`src/rtl/ifft_core8_seq.sv`:
```
// Sequential 8-point radix-2 DIT inverse FFT: load in natural order, 12 in-place conjugate-twiddle butterflies, stream out.
// Build option IFFT_SCALE_EN: when defined each stage shifts by F+1 (true 1/N IFFT); otherwise by F (N*IFFT).
module ifft_core8_seq #(
  parameter int FFT_DATA_WD = 10,
  parameter int FFT_WN_WD   = 10
) (
  input  logic                          clk,
  input  logic                          rst_n,
  input  logic                          fft_din_vld,
  output logic                          fft_din_rdy,
  input  logic signed [FFT_DATA_WD-1:0] fft_din_re,
  input  logic signed [FFT_DATA_WD-1:0] fft_din_im,
  output logic                          fft_dout_vld,
  input  logic                          fft_dout_rdy,
  output logic signed [FFT_DATA_WD-1:0] fft_dout_re,
  output logic signed [FFT_DATA_WD-1:0] fft_dout_im,
  output logic [2:0]                    fft_dout_idx,
  output logic                          fft_busy
);
  localparam int D  = FFT_DATA_WD;
  localparam int F  = FFT_WN_WD - 2;
  localparam int IW = FFT_DATA_WD + FFT_WN_WD + 2;
`ifdef IFFT_SCALE_EN
  localparam int SH = F + 1;
`else
  localparam int SH = F;
`endif
  localparam logic signed [FFT_WN_WD-1:0] W_ONE = FFT_WN_WD'(1 << F);
  localparam logic signed [FFT_WN_WD-1:0] W_R2  = FFT_WN_WD'((181 * (1 << F) + 128) / 256);

  typedef struct packed {
    logic signed [D-1:0] re;
    logic signed [D-1:0] im;
  } cplx_t;

  typedef enum logic [1:0] {LOAD, CALC, OUT} state_t;

  state_t      state_q, state_d;
  logic [2:0]  cnt_q;
  logic [1:0]  stg_q, bf_q;
  cplx_t [7:0] mem_q;

  logic din_acc, dout_acc, calc_last;
  logic [2:0] top, bot;
  logic [1:0] tw_e;
  logic signed [FFT_WN_WD-1:0] w_re, w_im;
  cplx_t a, b, y_top, y_bot;
  logic signed [IW-1:0] a_re, a_im, b_re, b_im, wx_re, wx_im, p_re, p_im;

  function automatic logic [2:0] bitrev3(input logic [2:0] k);
    return {k[0], k[1], k[2]};
  endfunction

  assign din_acc   = fft_din_vld && fft_din_rdy;
  assign dout_acc  = fft_dout_vld && fft_dout_rdy;
  assign calc_last = (stg_q == 2'd2) && (bf_q == 2'd3);

  assign fft_din_rdy  = (state_q == LOAD);
  assign fft_busy     = (state_q != LOAD);
  assign fft_dout_vld = (state_q == OUT);
  assign fft_dout_idx = (state_q == OUT) ? cnt_q : 3'd0;
  assign fft_dout_re  = (state_q == OUT) ? mem_q[cnt_q].re : '0;
  assign fft_dout_im  = (state_q == OUT) ? mem_q[cnt_q].im : '0;

  // Butterfly addressing: stage s pairs entries 2^s apart; twiddle step shrinks as the span grows.
  always_comb begin
    top  = 3'd0;
    bot  = 3'd0;
    tw_e = 2'd0;
    case (stg_q)
      2'd0: begin top = {bf_q, 1'b0};           bot = top | 3'd1; tw_e = 2'd0;           end
      2'd1: begin top = {bf_q[1], 1'b0, bf_q[0]}; bot = top | 3'd2; tw_e = {bf_q[0], 1'b0}; end
      default: begin top = {1'b0, bf_q};        bot = top | 3'd4; tw_e = bf_q;           end
    endcase
  end

  // conj(W8^e): positive-angle rotation for the inverse transform
  always_comb begin
    w_re = W_ONE;
    w_im = '0;
    case (tw_e)
      2'd0: begin w_re = W_ONE; w_im = '0;    end
      2'd1: begin w_re = W_R2;  w_im = W_R2;  end
      2'd2: begin w_re = '0;    w_im = W_ONE; end
      default: begin w_re = -W_R2; w_im = W_R2; end
    endcase
  end

  always_comb begin
    a     = mem_q[top];
    b     = mem_q[bot];
    a_re  = {{(IW-D){a.re[D-1]}}, a.re};
    a_im  = {{(IW-D){a.im[D-1]}}, a.im};
    b_re  = {{(IW-D){b.re[D-1]}}, b.re};
    b_im  = {{(IW-D){b.im[D-1]}}, b.im};
    wx_re = {{(IW-FFT_WN_WD){w_re[FFT_WN_WD-1]}}, w_re};
    wx_im = {{(IW-FFT_WN_WD){w_im[FFT_WN_WD-1]}}, w_im};
    p_re  = wx_re * b_re - wx_im * b_im;
    p_im  = wx_re * b_im + wx_im * b_re;
    // floor via arithmetic shift, then wrap to the sample width
    y_top.re = D'(((a_re <<< F) + p_re) >>> SH);
    y_top.im = D'(((a_im <<< F) + p_im) >>> SH);
    y_bot.re = D'(((a_re <<< F) - p_re) >>> SH);
    y_bot.im = D'(((a_im <<< F) - p_im) >>> SH);
  end

  always_comb begin
    state_d = state_q;
    case (state_q)
      LOAD:    if (din_acc && cnt_q == 3'd7) state_d = CALC;
      CALC:    if (calc_last) state_d = OUT;
      OUT:     if (dout_acc && cnt_q == 3'd7) state_d = LOAD;
      default: state_d = LOAD;
    endcase
  end

  always_ff @(posedge clk or negedge rst_n) begin
    if (!rst_n) state_q <= LOAD;
    else        state_q <= state_d;
  end

  // cnt_q is the load beat in LOAD and the output index in OUT; it wraps to 0 at each frame boundary.
  always_ff @(posedge clk or negedge rst_n) begin
    if (!rst_n) begin
      cnt_q <= 3'd0;
      stg_q <= 2'd0;
      bf_q  <= 2'd0;
      mem_q <= '0;
    end else begin
      case (state_q)
        LOAD: if (din_acc) begin
          mem_q[bitrev3(cnt_q)] <= {fft_din_re, fft_din_im};
          cnt_q                 <= cnt_q + 3'd1;
        end
        CALC: begin
          mem_q[top] <= y_top;
          mem_q[bot] <= y_bot;
          bf_q       <= bf_q + 2'd1;
          if (bf_q == 2'd3) stg_q <= calc_last ? 2'd0 : stg_q + 2'd1;
        end
        OUT: if (dout_acc) cnt_q <= cnt_q + 3'd1;
        default: ;
      endcase
    end
  end

endmodule
```
`config.mk`:
```
export PLATFORM = sky130hd
export DESIGN_NAME = ifft_core8_seq
export DESIGN_NICKNAME = d
export VERILOG_FILES = /design/src/rtl/ifft_core8_seq.sv
export SDC_FILE = /design/constraint.sdc
export NUM_CORES = 1
export LEC_CHECK = 0
export ABC_AREA = 1
export CORE_ASPECT_RATIO = 2
export CORE_MARGIN = 3
export CORE_UTILIZATION = 40
export CTS_CLUSTER_SIZE = 10
export DETAILED_ROUTE_END_ITERATION = 12
export GPL_TIMING_DRIVEN = 0
export SYNTH_ARGS = -nofsm -noshare
export SYNTH_HDL_FRONTEND = slang
export SYNTH_SLANG_ARGS = --single-unit
export TNS_END_PERCENT = 20
```
`constraint.sdc`:
```
create_clock -name clk -period 12.9 [get_ports clk]
set_input_delay 1.29 -clock clk [delete_from_list [all_inputs] [get_ports clk]]
set_output_delay 1.29 -clock clk [all_outputs]
set_load 0.01 [all_outputs]
```
==> results.tsv <==
metric	value	unit
grt_max_degree	99	
cts.sinks	169	
io_buffers	49	
cts_tree	built	
syn-cell-area	0.0259	sq mm
netlist.area_leader.share	0.208	
start_kind	flop	
synthTopCellsByArea	fa_1 21%, dfrtp_1 16%, ha_1 11%	
antenna_found_initial	13	
drc	0	
detail-route-antenna-nets	0	
hold_depth	2	
r2r_end	mem_q[57]	
ys_types	53	
violations	max-capacitance violations, max-slew violations	
n_fill_cell	6833	
via_per_inst	6.34	
async_flop_share	1.00	
holdCritPathClass	reg -> reg	
critPathKind	reg -> reg	
dp_cells	4375	
status	complete, but fails checks	
rr_startpoint	bf_q[1]	
synth-edff-count	0	
whs_endpoint	mem_q[10]	
syn_avg_cell_area	7.37	sq um
io_pins	50	
first_pass_iters	7	
worstPathMaxFanout	10	
htreeDepth	4	
area.growth.synth_to_final	8.91	%
cts-buffers-inserted	17	
setup_violations	0	
cp.required	13190	ps
crit_path_end_kind	flop	
period_share	0.994	
dieArea	0.0681	sq mm
crit_top_cell	fa_1	
hpwlAfterDp	122000	um
max_freq	0.0780	GHz
layout.nets	4119	
min-delay-start	mem_q[10]	
cts_root_buffer	clkbuf_16	
synth_top_cell_by_area	fa_1	
cp_slowest_cell	a221oi_1	
seqCellArea	0.00423	sq mm
reg2regPathDepth	36	
grt_overflow_total	0	
wl_per_cell	35.2	um
grt_util_all_layers	0.456	
initial_core_util	0.406	
insertion_delay	510	ps
maxSlewViolCount	60	
instances_no_fill	4415	
worstPathArrival	13110	ps
die_w	186	um
multiInputGateArea	0.0184	sq mm
reg2reg_slack	80	ps
synth_ff_type	dfrtp_1	
syn_inst	3519	
hold_viol	0	
min_period	12820	ps
drt-initial-drc-count	3042	
ys_ff_latch	169	
final_layout_size_suffix_gt1_frac	0.0341	
coreArea	0.0639	sq mm
die_h	366	um
layout_commonest_cell	inv_1	
worst_pin_slew	1630	ps
yosys_warnings	0	
gp_congestion	1.23	
cap_violations	7	
routed-via-count	27972	
finClkSkew	8.72	ps
cts_buffer_depth	2	
synth-seq-area-share	0.163	
crit_path_max_incr_delay	1040	ps
core.rowCount	131	
relSlewSlack	-0.0870	
grt_pass1_wl	214000	um
wl	155000	um
post-cts-setup-buffers	0	
clkSlewWorstSetupHoldPaths	80	ps
final_cell_mix	709 x inv_1, 557 x nand2_1, 296 x a21oi_1	
grt_pass1_vias	28529	
==> stage by stage <==
step,setup TNS (ps),setup slack [ps],area (sq um),hold WS (ps),util
finish,0,82.5,28200,536,0.442
global route,-20.9,-10.6,28200,550,0.441
CTS,0,131,28200,531,0.441
detailed placement,0,34.5,27500,510,0.431
global placement,0,67.9,27400,510,0.429
floorplan,0,3740,25900,470,-
==> state kept, by name, summed over array words and instances, names as in the netlist <==
name / count
state_q: 2
bf_q: 2
mem_q: 160
cnt_q: 3
stg_q: 2
==> cell families after synthesis <==
group           Yosys count  synth area share
compound gates          853             0.194
xor+xnor                 67            0.0232
fa+ha+maj               500             0.319
buf+inv                 883             0.130
flops                   169             0.163
other cells               2          0.000290
simple gates           1045             0.170
==> routing by layer <==
layer	vias to the layer above	GRT usage	wire length, um
met5	-	0	62
met3	986	0.136	13700
met4	8	0.512	23500
met2	1957	0.732	71800
li1	11583	-	-
met1	13438	0.425	46300
==> synth_stat cells (16+ instances only) <==
| cell type | number |
|---|---|
| o211ai_1 | 19 |
| a22oi_1 | 102 |
| a21oi_1 | 296 |
| nand2_1 | 557 |
| nor2_1 | 236 |
| a221oi_1 | 16 |
| dfrtp_1 | 169 |
| o22ai_1 | 125 |
| o221ai_1 | 24 |
| o21ai_0 | 213 |
| inv_1 | 709 |
| nand3_1 | 166 |
| xnor2_1 | 22 |
| xor2_1 | 44 |
| ha_1 | 230 |
| nand4_1 | 22 |
| clkbuf_1 | 130 |
| fa_1 | 270 |
==> final cells by class <==
type	instances	share of cell area
Multi-Input combinational cell	2469	0.651
Sequential cell	169	0.150
Inverter	726	0.0967
Tap cell	798	0.0354
Buffer	155	0.0226
Timing Repair Buffer	57	0.0203
Clock buffer	20	0.0158
Clock inverter	12	0.00784
Antenna cell	9	0.000798
==> timing repair <==
item	CTS	global route
pin swaps	0	0
endpoints found under the setup margin	1	25
gates resized for setup	1	8
cloned	0	0
hold buffers	0	0
==> worst max-delay path, delay by kind of cell (launching register included) <==
family / cells / cell delay (ps)
AO/OA/AOI/OAI: 10 / 2870
XOR/XNOR: 2 / 1120
adder cells (fa/ha/maj): 9 / 3880
buffers and inverters: 5 / 800
flip-flops: 1 / 600
AND/OR/NAND/NOR: 10 / 3270
==> how the worst max path moves through the flow <==
stage	slack [ps]	end	depth (start not counted)	startpoint
4_1_cts	130	mem_q[98]	40	bf_q[0]
6_report	80	mem_q[57]	36	bf_q[1]
5_1_grt	-10	mem_q[57]	37	bf_q[0]
3_5_place_dp	30	mem_q[28]	42	bf_q[1]
2_1_floorplan	3740	mem_q[89]	48	stg_q[1]
3_3_place_gp	70	mem_q[28]	42	bf_q[1]
Power is left out: the tool's default activity adds up to more than one toggle a clock period on the data nets, which glitch-free logic cannot reach.
